### src/rtl/clk_rst_sequencer.sv
// -----------------------------------------------------------------------------
// clk_rst_sequencer
//
// Reset / calibration sequencer for the memory-slave channels. After reset or
// a recalibration request it holds every channel in reset for RESET_CYCLES
// edges. It then releases the channels in index order, one every
// STAGGER_CYCLES edges. CALIB_CYCLES edges after the last release it raises
// init_calib_complete. Each released channel also gets a clock-enable pulse
// from its own divider.
//
// Ports
//   clk                  in   single clock, all state on rising edge
//   reset                in   asynchronous active-high reset
//   recal_req            in   recalibration request, sampled every edge
//   ch_reset[NUM_CH]     out  per-channel active-high reset (registered)
//   ch_en[NUM_CH]        out  per-channel clock-enable pulse (registered)
//   init_calib_complete  out  sequence finished (registered)
//   state[1:0]           out  0 RESET, 1 RELEASE, 2 CALIB, 3 DONE
//   recal_count[7:0]     out  saturating count of accepted recalibrations
// -----------------------------------------------------------------------------
module clk_rst_sequencer #(
  parameter int                      NUM_CH         = 4,
  parameter int                      DIV_W          = 8,
  parameter logic [NUM_CH*DIV_W-1:0] CH_DIV         = {8'd8, 8'd4, 8'd2, 8'd1},
  parameter int                      CNT_W          = 16,
  parameter int                      RESET_CYCLES   = 16,
  parameter int                      STAGGER_CYCLES = 4,
  parameter int                      CALIB_CYCLES   = 32
) (
  input  logic              clk,
  input  logic              reset,
  input  logic              recal_req,
  output logic [NUM_CH-1:0] ch_reset,
  output logic [NUM_CH-1:0] ch_en,
  output logic              init_calib_complete,
  output logic [1:0]        state,
  output logic [7:0]        recal_count
);

  // ---------------------------------------------------------------------------
  // Sequence milestones, expressed as values of the sequence counter. The
  // counter holds the index of the edge about to happen, measured from the
  // origin edge (edge 0 after reset, or the edge that accepted a request).
  // ---------------------------------------------------------------------------
  localparam longint LAST_REL_L  = longint'(RESET_CYCLES)
                                 + longint'(NUM_CH - 1) * longint'(STAGGER_CYCLES);
  localparam longint DONE_EDGE_L = LAST_REL_L + longint'(CALIB_CYCLES);

  localparam logic [CNT_W-1:0] R_C        = CNT_W'(RESET_CYCLES);
  localparam logic [CNT_W-1:0] LAST_REL_C = CNT_W'(LAST_REL_L);
  localparam logic [CNT_W-1:0] DONE_C     = CNT_W'(DONE_EDGE_L);

  // Elaboration-time parameter sanity checks
  if (NUM_CH < 1 || NUM_CH > 16) begin : g_bad_num_ch
    $error("clk_rst_sequencer: NUM_CH must be in 1..16");
  end
  if (RESET_CYCLES < 1 || STAGGER_CYCLES < 1 || CALIB_CYCLES < 1) begin : g_bad_cycles
    $error("clk_rst_sequencer: RESET/STAGGER/CALIB_CYCLES must be >= 1");
  end
  if ((DONE_EDGE_L >> CNT_W) != longint'(0)) begin : g_cnt_too_narrow
    $error("clk_rst_sequencer: CNT_W too small, sequence counter would wrap");
  end

  typedef enum logic [1:0] {
    ST_RESET   = 2'd0,
    ST_RELEASE = 2'd1,
    ST_CALIB   = 2'd2,
    ST_DONE    = 2'd3
  } state_t;

  // Terminal value of channel ch's divider (DIV-1). A divide value of 0 is
  // treated as 1, so its terminal value is 0 as well.
  function automatic logic [DIV_W-1:0] div_last(input int ch);
    logic [DIV_W-1:0] v;
    v = CH_DIV[ch*DIV_W +: DIV_W];
    if (v == {DIV_W{1'b0}}) begin
      return {DIV_W{1'b0}};
    end else begin
      return v - DIV_W'(1);
    end
  endfunction

  // Counter value at which channel ch leaves reset (R + ch*S)
  function automatic logic [CNT_W-1:0] rel_edge(input int ch);
    return CNT_W'(longint'(RESET_CYCLES) + longint'(ch) * longint'(STAGGER_CYCLES));
  endfunction

  state_t             state_q, state_d;
  logic [CNT_W-1:0]   cnt_q, cnt_d;
  logic [CNT_W-1:0]   cnt_eff_s;
  logic [NUM_CH-1:0]  ch_reset_q, ch_reset_d;
  logic [NUM_CH-1:0]  ch_en_q, ch_en_d;
  logic               icc_q, icc_d;
  logic [7:0]         recal_cnt_q, recal_cnt_d;
  logic [DIV_W-1:0]   div_q [NUM_CH];
  logic [DIV_W-1:0]   div_d [NUM_CH];

  // State register and all output / counter registers
  always_ff @(posedge clk or posedge reset) begin
    if (reset) begin
      state_q     <= ST_RESET;
      cnt_q       <= {CNT_W{1'b0}};
      ch_reset_q  <= {NUM_CH{1'b1}};
      ch_en_q     <= {NUM_CH{1'b0}};
      icc_q       <= 1'b0;
      recal_cnt_q <= 8'd0;
      for (int i = 0; i < NUM_CH; i++) begin
        div_q[i] <= {DIV_W{1'b0}};
      end
    end else begin
      state_q     <= state_d;
      cnt_q       <= cnt_d;
      ch_reset_q  <= ch_reset_d;
      ch_en_q     <= ch_en_d;
      icc_q       <= icc_d;
      recal_cnt_q <= recal_cnt_d;
      for (int i = 0; i < NUM_CH; i++) begin
        div_q[i] <= div_d[i];
      end
    end
  end

  // Next-state logic. Before DONE, the state follows directly from the
  // counter. This lets RELEASE go straight to DONE when CALIB_CYCLES is 1.
  always_comb begin
    state_d = state_q;
    if (recal_req) begin
      state_d = ST_RESET;
    end else begin
      case (state_q)
        ST_RESET, ST_RELEASE, ST_CALIB: begin
          if (cnt_q >= DONE_C) begin
            state_d = ST_DONE;
          end else if (cnt_q > LAST_REL_C) begin
            state_d = ST_CALIB;
          end else if (cnt_q >= R_C) begin
            state_d = ST_RELEASE;
          end else begin
            state_d = ST_RESET;
          end
        end
        ST_DONE: begin
          state_d = ST_DONE;
        end
        default: begin
          state_d = ST_RESET;
        end
      endcase
    end
  end

  // Output / counter next values
  always_comb begin
    // An accepted request makes this edge the new origin (edge 0), so the
    // decisions below see a counter of 0.
    cnt_eff_s = recal_req ? {CNT_W{1'b0}} : cnt_q;

    // The counter stops once DONE is reached, so it never exceeds DONE_C.
    if (recal_req) begin
      cnt_d = CNT_W'(1);
    end else if (state_d == ST_DONE) begin
      cnt_d = cnt_q;
    end else begin
      cnt_d = cnt_q + CNT_W'(1);
    end

    // Channel i is in reset until its release edge. The counter is frozen
    // beyond every release edge in DONE, so released channels stay released.
    for (int i = 0; i < NUM_CH; i++) begin
      ch_reset_d[i] = (cnt_eff_s < rel_edge(i));
    end

    // Dividers run only while the registered channel reset is low. The first
    // pulse therefore lands DIV edges after the release edge.
    for (int i = 0; i < NUM_CH; i++) begin
      if (recal_req || ch_reset_q[i]) begin
        div_d[i]   = {DIV_W{1'b0}};
        ch_en_d[i] = 1'b0;
      end else if (div_q[i] == div_last(i)) begin
        div_d[i]   = {DIV_W{1'b0}};
        ch_en_d[i] = 1'b1;
      end else begin
        div_d[i]   = div_q[i] + DIV_W'(1);
        ch_en_d[i] = 1'b0;
      end
    end

    icc_d = (state_d == ST_DONE);

    if (recal_req && (recal_cnt_q != 8'hFF)) begin
      recal_cnt_d = recal_cnt_q + 8'd1;
    end else begin
      recal_cnt_d = recal_cnt_q;
    end
  end

  assign ch_reset            = ch_reset_q;
  assign ch_en               = ch_en_q;
  assign init_calib_complete = icc_q;
  assign state               = state_q;
  assign recal_count         = recal_cnt_q;

endmodule
### config.mk
export PLATFORM = sky130hd
export DESIGN_NAME = clk_rst_sequencer
export DESIGN_NICKNAME = d
export VERILOG_FILES = /design/src/rtl/clk_rst_sequencer.sv
export SDC_FILE = /design/constraint.sdc
export NUM_CORES = 1
export LEC_CHECK = 0
export CAP_MARGIN = 20
export CORE_ASPECT_RATIO = 1.5
export CORE_MARGIN = 5
export CORE_UTILIZATION = 30
export CTS_BUF_LIST = sky130_fd_sc_hd__clkbuf_8 sky130_fd_sc_hd__clkbuf_16
export DETAILED_ROUTE_END_ITERATION = 8
export DONT_BUFFER_PORTS = 1
export GPL_TIMING_DRIVEN = 0
export SLEW_MARGIN = 20
export SYNTH_ARGS = -nofsm -noshare
export SYNTH_HDL_FRONTEND = slang
export SYNTH_SLANG_ARGS = --single-unit
### constraint.sdc
create_clock -name clk -period 3.3 [get_ports clk]
set_input_delay 0.165 -clock clk [delete_from_list [all_inputs] [get_ports clk]]
set_output_delay 0.165 -clock clk [all_outputs]
set_load 0.005 [all_outputs]
==> results.py <==
metrics = {
    "sta": {
        "finClkSkew_ns": 0.00782,
        "final_max_slew_viol_count": 0,
        "hold_slack_ns": 0.0463,
        "finalSetupViolations": 0,
        "fin_crit_sh": 0.699,
        "fmax_ghz": 0.433,
        "hold_viol_final": 0,
        "tightest_slew_ns": 0.635,
        "rsz0062_at_grt": "no",
        "max_slew_margin": 0.573,
        "fin_crit_ns": 2.31,
        "setup_tns_ns": 0,
        "fin_ws_ns": 0.993,
    },
    "placed_design": {
        "gp_congestion": 0.775,
        "dp_slack_ns": 1.02,
        "hpwl_um": 3700,
        "port_buffers": 0,
    },
    "setup_path": {
        "crit_slowest_cell": "or4_4",
        "crit_type": "flop to flop",
        "start_kind": "flop",
        "required_ns": 3.55,
        "end_kind": "flop",
        "cp_cell_sequence": "or4_4 > or4_1 > buf_2 > or4_1 > a21oi_1",
        "critPathMostFrequentCell": "or4_1",
        "crit_fanout": 9,
        "slowest_delay_ns": 0.54,
        "worstPathArrival_ns": 2.56,
        "reg2reg_slack_ns": 0.99,
    },
    "clock_tree": {
        "cts_resized": 0,
        "cts_buffers": 9,
        "postCtsSetupBuffers": 0,
        "cts_tree": "yes",
        "htreeDepth": 3,
        "path_clk_slew_ns": 0.06,
        "clockBufferDepth": 2,
        "clk_latency_ns": 0.33,
        "clock-sinks": 67,
        "root_buffer": "clkbuf_16",
    },
    "synth": {
        "ys_types": 33,
        "ys_seq_elements": 67,
        "synth_nets": 286,
        "synth.avg_cell_area_um2": 10.7,
        "yosysWarnings": 0,
        "synth_cells": 274,
        "ys_seq_area_frac": 0.573,
        "netlist_area_um2": 2940,
    },
    "die": {
        "die_x_um": 90.8,
        "core_area_um2": 9630,
        "dieHeight_um": 131,
        "dieArea_um2": 11900,
        "start_util": 0.305,
        "ios": 22,
        "num_rows": 44,
    },
    "power": {
        "ir_drop_uv": 439,
        "pwr_density_cell_nw_per_um2": 591,
        "p_leak_nw": 1.52,
    },
    "finish": {
        "fin_nets": 299,
        "final_cell_mix": "63 x dfrtp_1, 39 x nor2_1, 26 x nand3_1, 20 x xor2_1",
        "num_antenna_cells": 0,
        "area_delta_synth_final_pct": 16.3,
        "final_common_cell": "dfrtp_1",
        "drive_gt1_frac": 0.0993,
    },
    "global_route": {
        "track_usage": 0.0964,
        "gr-total-overflow": 0,
        "grt_max_degree": 40,
        "grt_pass1_vias": 2064,
        "grt_pass1_wl_um": 9440,
        "antenna_found_initial": 0,
    },
    "routing": {
        "first_iter_violations": 63,
        "drt-vias-per-instance": 4.88,
        "routed_wl_um": 5360,
        "wl_per_cell_um": 13.2,
        "num_vias": 1988,
        "dr.pass1.iters": 4,
        "drc": 0,
        "drtAntennaViolNets": 0,
    },
    "worst_hold_path": {
        "hold_path_class": "input pin to flop",
    },
    "status": {
        "outcome": "complete, no violations",
    },
    "flow_run": {
        "max_cap_viol_count": 0,
    },
}
-- cell usage after synthesis --
library cell,number,area (um2)
dfrtp_1,63,1580
nor2_1,39,146
nand3_1,26,130
xor2_1,20,175
and3_1,11,68.8
nand2_1,11,41.3
nor2b_1,11,68.8
nor3_1,10,50.1
ha_1,9,113
inv_1,9,33.8
or4_1,8,60.1
xnor2_1,8,70.1
a21oi_1,6,30.0
a21o_1,4,30.0
a31oi_1,4,25.0
dfstp_2,4,105
nand4_1,4,25.0
o31ai_1,3,22.5
or3_1,3,18.8
and2_1,2,12.5
buf_1,2,7.51
clkbuf_1,2,7.51
mux2_2,2,22.5
nor4_1,2,12.5
o21ai_0,2,10.0
or4b_2,2,20.0
a41oi_1,1,8.76
buf_2,1,5.00
mux2i_1,1,10.0
nor3b_1,1,7.51
o21ai_1,1,5.00
or2_2,1,6.26
or4_4,1,11.3
-- power by group --
group / internal [mW] / total [mW] / leakage [nW] / switching (mW)
sequential: 0.866 / 0.939 / 0.906 / 0.0727
clock: 0.589 / 0.960 / 0.142 / 0.371
combinational: 0.0550 / 0.119 / 0.476 / 0.0639
-- timing repair --
action / 4_1_cts / 5_1_grt
setup endpoints to repair: 0 / 0
hold buffers: 1 / 0
hold endpoints to repair: 28 / 0
-- metal layers --
metal | vias to the layer above | global-route usage | part of all wire
li1 | 970 | - | -
met2 | 40 | 0.151 | 0.47
met5 | - | 0 | 0
met1 | 967 | 0.116 | 0.45
met4 | 0 | 0.0449 | 0.022
met3 | 11 | 0.0389 | 0.061
-- logic make-up (layout without fill, tap and decap cells) --
family / Yosys count / after routing / share of synthesized area
AND/OR/NAND/NOR: 132 / 132 / 0.231
flip-flops: 67 / 67 / 0.573
XOR/XNOR: 28 / 28 / 0.0835
AO/OA/AOI/OAI: 21 / 21 / 0.0447
buffers and inverters: 14 / 32 / 0.0183
adder cells (fa/ha/maj): 9 / 9 / 0.0383
multiplexers: 3 / 3 / 0.0111
-- flip-flops by register name, indices dropped and copies added, names as in the netlist --
signal               count
state                    2
init_calib_complete      1
div_q                   32
ch_en                    4
recal_count              8
cnt_q                   16
ch_reset                 4
-- worst paths after layout --
| check | start | end | cells after the start |
|---|---|---|---|
| setup / recovery | cnt_q[11] | cnt_q[3] | 5 |
| hold / removal | recal_req | recal_count[5] | 2 |
| setup reg to reg | cnt_q[11] | cnt_q[3] | 5 |
| hold reg to reg | div_q[0] | div_q[0] | 1 |
| max in group asynchronous | reset | ch_reset[1] | 3 |
| min in group asynchronous | reset | div_q[29] | 2 |
-- final cells by class --
class / count / area [um2]
Timing Repair Buffer: 2 / 30.0
Clock inverter: 7 / 76.3
Tap cell: 115 / 144
Sequential cell: 67 / 1680
Clock buffer: 9 / 225
Fill cell: 950 / 6220
Buffer: 5 / 20.0
Inverter: 9 / 36.3
Multi-Input combinational cell: 193 / 1200
-- through the flow --
step | util | instance area [um2] | power [mW] | cells
after floorplan | - | 2940 | 1.03 | 274
after global placement | 0.320 | 3080 | 1.07 | 389
after detailed placement | 0.322 | 3100 | 1.08 | 390
after CTS | 0.354 | 3410 | 2.06 | 407
after global routing | 0.354 | 3410 | 2.12 | 407
final | 0.354 | 3410 | 2.02 | 407
-- critical path, delay by kind of cell, from the launching register on --
kind,cells,cell delay [ns]
AO/OA/AOI/OAI,1,0.15
flip-flops,1,0.38
AND/OR/NAND/NOR,3,1.51
buffers and inverters,1,0.18
No activity file was read; power rests on OpenSTA's default activity.
